$ cat src/rtl/prio_arbiter_rr_if.sv
// Request/grant bundle between requesters and prio_arbiter_rr.
// master = requester side, slave = arbiter side.
interface prio_arbiter_rr_if #(
  parameter int N = 8
);
  localparam int IDX_W = $clog2(N);

  logic             rr_mode;
  logic [N-1:0]     req;
  logic [N-1:0]     grant;
  logic [IDX_W-1:0] grant_idx;
  logic             grant_valid;
  logic             idle;

  modport master (
    output rr_mode,
    output req,
    input  grant,
    input  grant_idx,
    input  grant_valid,
    input  idle
  );

  modport slave (
    input  rr_mode,
    input  req,
    output grant,
    output grant_idx,
    output grant_valid,
    output idle
  );
endinterface

$ cat src/rtl/prio_arbiter_rr.sv
// Registered N-way arbiter: fixed or round-robin priority,
// grant locked to its owner until release or hold timeout.
module prio_arbiter_rr #(
  parameter int N        = 8,
  parameter int MAX_HOLD = 16
) (
  input  logic             clk,
  input  logic             rst_n,
  prio_arbiter_rr_if.slave bus
);
  localparam int IDX_W = $clog2(N);
  localparam int HC_W  = (MAX_HOLD > 2) ? $clog2(MAX_HOLD) : 1;
  localparam logic [HC_W-1:0] HC_MAX =
    HC_W'((MAX_HOLD > 0) ? MAX_HOLD - 1 : 0);
  localparam logic [IDX_W-1:0] PTR_RST = IDX_W'(N - 1);
  localparam logic [N-1:0] ONE = {{(N-1){1'b0}}, 1'b1};

  typedef enum logic {
    S_IDLE,
    S_GRANT
  } state_t;

  state_t           state_q, state_d;
  logic [N-1:0]     grant_q, grant_d;
  logic [IDX_W-1:0] idx_q, idx_d;
  logic [IDX_W-1:0] ptr_q, ptr_d;
  logic [HC_W-1:0]  hold_q, hold_d;
  logic             valid_q, valid_d;
  logic             idle_q, idle_d;

  logic [N-1:0]     cand;
  logic [IDX_W-1:0] top;
  logic [IDX_W-1:0] win;
  logic             issue;
  logic             timeout;

  // Current owner never competes against itself; in IDLE grant is 0.
  assign cand = bus.req & ~grant_q;

  // Winner: first set bit of cand scanning down from top, wrapping.
  always_comb begin
    int p;
    p   = 0;
    top = bus.rr_mode ? ptr_q : PTR_RST;
    win = '0;
    for (int k = N - 1; k >= 0; k--) begin
      p = int'(top) - k;
      if (p < 0) p = p + N;
      if (cand[p[IDX_W-1:0]]) win = IDX_W'(p);
    end
  end

  // Next-state: hold, release, timeout rotation, or new grant.
  always_comb begin
    state_d = state_q;
    grant_d = grant_q;
    idx_d   = idx_q;
    ptr_d   = ptr_q;
    hold_d  = hold_q;
    valid_d = valid_q;
    idle_d  = idle_q;
    issue   = 1'b0;
    timeout = (MAX_HOLD > 0) && (hold_q == HC_MAX);
    unique case (state_q)
      S_IDLE: issue = |bus.req;
      S_GRANT: begin
        if (~|(bus.req & grant_q)) begin
          if (|cand) begin
            issue = 1'b1;
          end else begin
            state_d = S_IDLE;
            grant_d = '0;
            idx_d   = '0;
            hold_d  = '0;
            valid_d = 1'b0;
            idle_d  = 1'b1;
          end
        end else if (timeout && |cand) begin
          issue = 1'b1;
        end else if (hold_q != HC_MAX) begin
          hold_d = hold_q + 1'b1;
        end
      end
      default: ;
    endcase
    if (issue) begin
      state_d = S_GRANT;
      grant_d = ONE << win;
      idx_d   = win;
      hold_d  = '0;
      valid_d = 1'b1;
      idle_d  = 1'b0;
      ptr_d   = (win == '0) ? PTR_RST : win - 1'b1;
    end
  end

  // State and output registers; reset drops the grant at once.
  always_ff @(posedge clk or negedge rst_n) begin
    if (!rst_n) begin
      state_q <= S_IDLE;
      grant_q <= '0;
      idx_q   <= '0;
      ptr_q   <= PTR_RST;
      hold_q  <= '0;
      valid_q <= 1'b0;
      idle_q  <= 1'b1;
    end else begin
      state_q <= state_d;
      grant_q <= grant_d;
      idx_q   <= idx_d;
      ptr_q   <= ptr_d;
      hold_q  <= hold_d;
      valid_q <= valid_d;
      idle_q  <= idle_d;
    end
  end

  assign bus.grant       = grant_q;
  assign bus.grant_idx   = idx_q;
  assign bus.grant_valid = valid_q;
  assign bus.idle        = idle_q;
endmodule

$ cat src/flat_wrapper.sv
// flat-port wrapper written by rule: the top's interface ports become plain ports
module prio_arbiter_rr_flat 
#(
  parameter int N        = 8,
  parameter int MAX_HOLD = 16
)
  (clk, rst_n, bus_rr_mode, bus_req, bus_grant, bus_grant_idx, bus_grant_valid, bus_idle);
  prio_arbiter_rr_if #(.N(N)) bus_i ();
  input  logic clk;
  input  logic rst_n;
  input wire logic [$bits(bus_i.rr_mode)-1:0] bus_rr_mode;
  input wire logic [$bits(bus_i.req)-1:0] bus_req;
  output wire logic [$bits(bus_i.grant)-1:0] bus_grant;
  output wire logic [$bits(bus_i.grant_idx)-1:0] bus_grant_idx;
  output wire logic [$bits(bus_i.grant_valid)-1:0] bus_grant_valid;
  output wire logic [$bits(bus_i.idle)-1:0] bus_idle;
  assign bus_i.rr_mode = bus_rr_mode;
  assign bus_i.req = bus_req;
  assign bus_grant = bus_i.grant;
  assign bus_grant_idx = bus_i.grant_idx;
  assign bus_grant_valid = bus_i.grant_valid;
  assign bus_idle = bus_i.idle;
  prio_arbiter_rr #(.N(N), .MAX_HOLD(MAX_HOLD)) u_core (.clk(clk), .rst_n(rst_n), .bus(bus_i));
endmodule
$ cat config.mk
export PLATFORM = sky130hd
export DESIGN_NAME = prio_arbiter_rr_flat
export DESIGN_NICKNAME = d
export VERILOG_FILES = /design/src/rtl/prio_arbiter_rr_if.sv /design/src/rtl/prio_arbiter_rr.sv /design/src/flat_wrapper.sv
export SDC_FILE = /design/constraint.sdc
export NUM_CORES = 1
export LEC_CHECK = 0
export ABC_AREA = 1
export ABC_CLOCK_PERIOD_IN_PS = 2800
export BUFFER_PORTS_ARGS = -buffer_cell sky130_fd_sc_hd__buf_2
export CORE_MARGIN = 5
export CORE_UTILIZATION = 40
export CTS_BUF_LIST = sky130_fd_sc_hd__clkbuf_4
export DETAILED_ROUTE_END_ITERATION = 10
export GPL_ROUTABILITY_DRIVEN = 0
export SETUP_SLACK_MARGIN = 0.1
export SLEW_MARGIN = 5
export SYNTH_ARGS = -nofsm -noshare
export SYNTH_HDL_FRONTEND = slang
export SYNTH_SLANG_ARGS = --single-unit
$ cat constraint.sdc
create_clock -name clk -period 2.8 [get_ports clk]
set_clock_uncertainty 0.1 [all_clocks]
set_input_delay 0.28 -clock clk [delete_from_list [all_inputs] [get_ports clk]]
set_output_delay 0.28 -clock clk [all_outputs]
set_load 0.02 [all_outputs]
==> impl_metrics.yaml, run 1 <==
run_status:
  run_status: "finished, final reports clean"
detailed_routing:
  routed_via_density: 4.95
  drt-initial-drc-count: 128
  wirelength_um: 4470
  via_count: 1776
  first_pass_iters: 4
  final_antenna_net_count: 0
  drcViolationCount: 0
  wire_per_inst_um: 12.4
worst_setup_path:
  arrival_ps: 2580
  worst-setup-path-type: "reg2reg"
  startpoint_type: "flip-flop"
  critPathCaptureType: "flip-flop"
  cp.required_ps: 2930
  critPathMaxFanout: 10
die:
  core_mm2: 0.00432
  dieArea_mm2: 0.00586
  die_w_um: 76.6
  row_count: 24
  start_util: 0.410
  ios: 24
  die_h_um: 76.6
clock_tree:
  cts_made_buffers: 3
  clock_latency_ps: 310
  clk_pin_slew_ps: 120
  clock_path_buffers: 2
  cts-htree-levels: 1
  clock_sinks: 21
  root_buffer: "clkbuf_4"
  tritoncts: "yes"
global_routing:
  grt_pass1_vias: 1671
  grt_use_total: 0.156
  grt_max_degree: 22
  overflow: 0
  grt_pass1_wl_um: 7600
  antenna_found_initial: 0
worst_hold_path:
  hold_path.class: "in2reg"
place:
  dp_hpwl_um: 3710
  place_inst: 354
  io_buffers: 23
synthesis:
  synth_area_per_cell_um2: 6.40
  synth.distinct_cells: 34
  synth_nets: 292
  synthesis.area_mm2: 0.00177
  ys_seq_elements: 21
  synth_seq_area_share: 0.299
  syn_inst: 277
  yosys_warnings: 0
job:
  drv_cap: 0
timing:
  slew_headroom: 0.688
  slew_violations: 0
  fmax_mhz: 409
  setup_violations: 0
  hold_violations: 0
  fin_crit_sh: 0.873
  finalSetupTns_ps: 0
  rsz0062_at_grt: "false"
  tightest_slew_ps: 464
  layout_min_cycle_time_ps: 2440
layout:
  final_cells: 359
  syn_to_final_growth_pct: 15.0
  multi_input_area_mm2: 0.00108
  layout-drive-gt1-share: 0.199
  fillers: 460
  final_nets: 323
  antennaDiodeCount: 0
  regArea_um2: 531
power_and_ir_drop:
  p_per_area_mw_per_mm2: 1150
  peakVddDrop_uv: 631
  power_leakage_nw: 1.14
==> metal layers <==
layer | up-vias | track usage | wire (µm) | part of all wire
met1 | 801 | 0.209 | 2160 | 0.48
met5 | - | 0 | 0 | 0
met2 | 30 | 0.261 | 2140 | 0.48
li1 | 938 | - | - | -
met3 | 7 | 0.0189 | 114 | 0.026
met4 | 0 | 0.0455 | 51 | 0.011
==> state kept, by name (all words and copies together), names as in the netlist <==
name                    flops
u_core.hold_q               4
u_core.bus.idle             1
u_core.bus.grant_valid      1
u_core.bus.grant            8
u_core.ptr_q                3
u_core.bus.grant_idx        3
u_core.state_q              1
==> power breakdown <==
group	internal, mW	switching (mW)	leakage, nW
logic	0.588	1.11	0.864
clock network	0.0533	0.0910	0.0177
registers	0.421	0.0765	0.262
total	1.06	1.28	1.14
==> synth_stat cells (all sizes together) <==
master / number / area [µm²]
nor2: 18 / 91.3
a221oi: 2 / 17.5
o31ai: 1 / 7.51
nand4: 1 / 6.26
xnor2: 2 / 17.5
nand2: 111 / 442
a21oi: 10 / 76.3
inv: 47 / 179
xor2: 1 / 8.76
ha: 4 / 50.1
nor3: 1 / 5.00
o21bai: 1 / 7.51
nand3: 34 / 190
o21a: 1 / 7.51
nor4: 2 / 12.5
dfstp: 4 / 105
dfrtp: 17 / 425
and2: 2 / 12.5
o21ai: 10 / 53.8
buf: 2 / 18.8
o22ai: 5 / 31.3
a31oi: 1 / 6.26
==> layout by cell type, fill, tap and decap left out, drive strengths merged <==
master       count
a221oi           2
buf             27
clkinv           1
xor2             1
and2             2
nand4            1
nor2            18
nor4             2
dlygate4sd3      1
o21ai           10
dfrtp           17
ha               4
a21oi           10
nand2          111
nand3           34
o31ai            1
xnor2            2
o22ai            5
inv             47
clkbuf           3
a31oi            1
dfstp            4
o21bai           1
o21a             1
nor3             1
==> final timing paths <==
path	slack, ps	depth (start not counted)	end	startpoint
max in group asynchronous	1900	2	u_core.ptr_q[1]	rst_n
hold / removal	300	5	u_core.state_q	bus_req[2]
hold reg to reg	390	2	u_core.bus.grant_valid	u_core.bus.grant_valid
setup reg to reg	360	15	u_core.ptr_q[1]	u_core.ptr_q[0]
min in group asynchronous	340	2	u_core.hold_q[2]	rst_n
setup / recovery	360	15	u_core.ptr_q[1]	u_core.ptr_q[0]
==> metrics by stage <==
stage               utilization  area [µm²]  hold WS, ps  total power [mW]  worst slack (ps)
floorplan                     -        1770         -116              1.79               449
global placement          0.454        1960          158              2.16               213
detailed placement        0.454        1960          153              2.17               161
CTS                       0.463        2000          300              2.32               147
global route              0.471        2040          313              2.60               103
finish                    0.471        2040          302              2.34               356
==> layout make-up <==
cell class / count / share of cell area
multi-input combinational: 207 / 0.530
inverter: 47 / 0.0878
timing repair buffer: 28 / 0.0761
sequential: 21 / 0.260
clock buffer: 3 / 0.0110
clock inverter: 1 / 0.00246
tap: 52 / 0.0319
==> cell families (layout without fill, tap and decap cells) <==
family                   Yosys count  in the layout  synth area share
flip-flops                        21             21             0.299
AND/OR/NAND/NOR                  169            169             0.429
XOR/XNOR                           3              3            0.0148
AO/OA/AOI/OAI                     31             31             0.117
adder cells (fa/ha/maj)            4              4            0.0282
buffers and inverters             49             79             0.112
==> what timing repair did <==
item,CTS,global route
setup endpoints to repair,0,10
hold buffers,1,0
gates resized for setup,0,6
endpoints found under the hold margin,17,0
buffers inserted,0,0
==> critical path, stage by stage, from the launching register on <==
cell and delay, ps:
dfstp_2 590, inv_1 90, nand2_4 120, ha_2 210, xnor2_2 140, inv_1 80
nand3_1 90, nand2_1 90, a21oi_1 120, nand2_1 60, nand2_1 70, nand2_2 70
a21oi_4 170, ha_1 250, nand2_1 60, o21ai_0 70
No activity file was read; power rests on OpenSTA's default activity.
==> run 2, diff against run 1 <==
CTS_BUF_LIST = not set   (was sky130_fd_sc_hd__clkbuf_4)
==> run 2 against run 1 <==
  * Routed wire length shrank 0.58%
  * Register-to-register slack is essentially flat
  * Hold slack gained 53 ps
  * Final cell count did not move
  * Global-route usage shrank 0.20 points
  * Via count shrank 0.73%
  * Sequential power about the same
  * Critical path depth is the same
==> impl_metrics.yaml, run 2 (synthesis results as in run 1) <==
run_status:
  run_status: "finished, final reports clean"
global_routing:
  antenna_found_initial: 0
  overflow: 0
  grt_pass1_vias: 1672
  grt_pass1_wl_um: 7580
  grt_use_total: 0.154
  grt_max_degree: 22
timing:
  hold_violations: 0
  fin_crit_sh: 0.871
  setup_slack_ps: 362
  whs_ps: 355
  fmax_mhz: 410
  setup_violations: 0
  finalSetupTns_ps: 0
  rsz0062_at_grt: "false"
  layout_min_cycle_time_ps: 2440
  slew_violations: 0
  tightest_slew_ps: 455
  slew_headroom: 0.694
worst_setup_path:
  cp.required_ps: 2880
  startpoint_type: "flip-flop"
  cpPeakStageDelay_ps: 580
  worst-setup-path-type: "reg2reg"
  crit_buf_inv: 2
  cp_slowest_cell: "dfstp_2"
  r2r-start: "u_core.ptr_q[0]"
  path_cells: "inv_1 > nand2_4 > ha_2 > xnor2_2 > inv_1 > nand3_1 > nand2_1 > a21oi_1 > nand2_1 > nand2_1 > nand2_2 > a21oi_4 > ha_1 > nand2_1 > o21ai_0"
  crit_start: "u_core.ptr_q[0]"
  arrival_ps: 2520
  critPathCaptureType: "flip-flop"
  path_delay_family: "flip-flops"
  critPathMaxFanout: 10
  crit_top_cell: "nand2_1"
layout:
  antennaDiodeCount: 0
  largest_reg_flops: 8
  final_cell_mix: "nand2_1 (102), inv_1 (44), nand3_1 (30)"
  final_util: 0.476
  final_cells: 359
  fillers: 461
  syn_to_final_growth_pct: 16.1
  final_common_cell: "nand2_1"
  layout-drive-gt1-share: 0.199
  multi_input_area_mm2: 0.00108
  final_nets: 323
  regArea_um2: 531
clock_tree:
  clock_latency_ps: 260
  cts-htree-levels: 1
  clk_pin_slew_ps: 70
  clock_sinks: 21
  tritoncts: "yes"
  clock_path_buffers: 2
  root_buffer: "clkbuf_8"
  cts_made_buffers: 3
worst_hold_path:
  hold_path.startpoint: "bus_req[2]"
  hold_path.class: "in2reg"
die:
  ios: 24
  start_util: 0.410
  die_w_um: 76.6
  dieArea_mm2: 0.00586
  row_count: 24
  die_h_um: 76.6
  core_mm2: 0.00432
detailed_routing:
  final_antenna_net_count: 0
  via_count: 1763
  first_pass_iters: 4
  drcViolationCount: 0
  drt-initial-drc-count: 131
  wire_per_inst_um: 12.4
  routed_via_density: 4.91
  wirelength_um: 4440
power_and_ir_drop:
  peakVddDrop_uv: 679
  power_leakage_nw: 1.15
  p_per_area_mw_per_mm2: 1160
job:
  drv_cap: 0
place:
  dp_hpwl_um: 3710
  io_buffers: 23
  place_inst: 354
  place_ws_ps: 161
[run 2: layer usage]
layer	wire length, µm	vias to the layer above	global-route usage
li1	-	934	-
met1	2140	797	0.209
met2	2150	28	0.261
met3	120	4	0.0154
met4	32	0	0.0350
met5	0	-	0
[run 2: power breakdown]
group / switching (mW) / total (mW) / leakage (nW) / internal (mW)
clock network: 0.0943 / 0.193 / 0.0255 / 0.0990
registers: 0.0766 / 0.498 / 0.262 / 0.421
logic: 1.11 / 1.69 / 0.864 / 0.588
total: 1.28 / 2.38 / 1.15 / 1.11
[run 2: layout make-up]
type | count | share of cell area
clock inverters | 1 | 0.00243
well taps | 52 | 0.0316
inverters | 47 | 0.0870
flip-flops and latches | 21 | 0.258
clock buffers | 3 | 0.0201
repair buffers | 28 | 0.0754
multi-input cells | 207 | 0.526
[run 2: repair_timing]
item                                    CTS  global route
endpoints found under the setup margin    0            10
resized for setup                         0             6
setup buffers                             0             0
endpoints found under the hold margin    17             0
hold buffers                              1             0
[run 2: metrics by stage]
step	power [mW]	instance area, µm²
final	2.38	2060
after global routing	2.65	2060
after CTS	2.37	2020
after detailed placement	2.17	1960
after global placement	2.16	1960
after floorplan	1.79	1770
[run 2: worst min-delay path, stage by stage]
cell and delay (ps):
buf_2 90, nand2_1 70, inv_1 70, nor4_1 70
nand3_1 100
[run 2: worst paths after layout]
check	endpoint	slack, ps	depth (start not counted)
worst max-delay path	u_core.ptr_q[1]	360	15
worst max register to register	u_core.ptr_q[1]	360	15
worst min register to register	u_core.bus.grant_valid	380	2
min in group asynchronous	u_core.hold_q[2]	400	2
worst min-delay path	u_core.state_q	360	5
max in group asynchronous	u_core.ptr_q[1]	1850	2
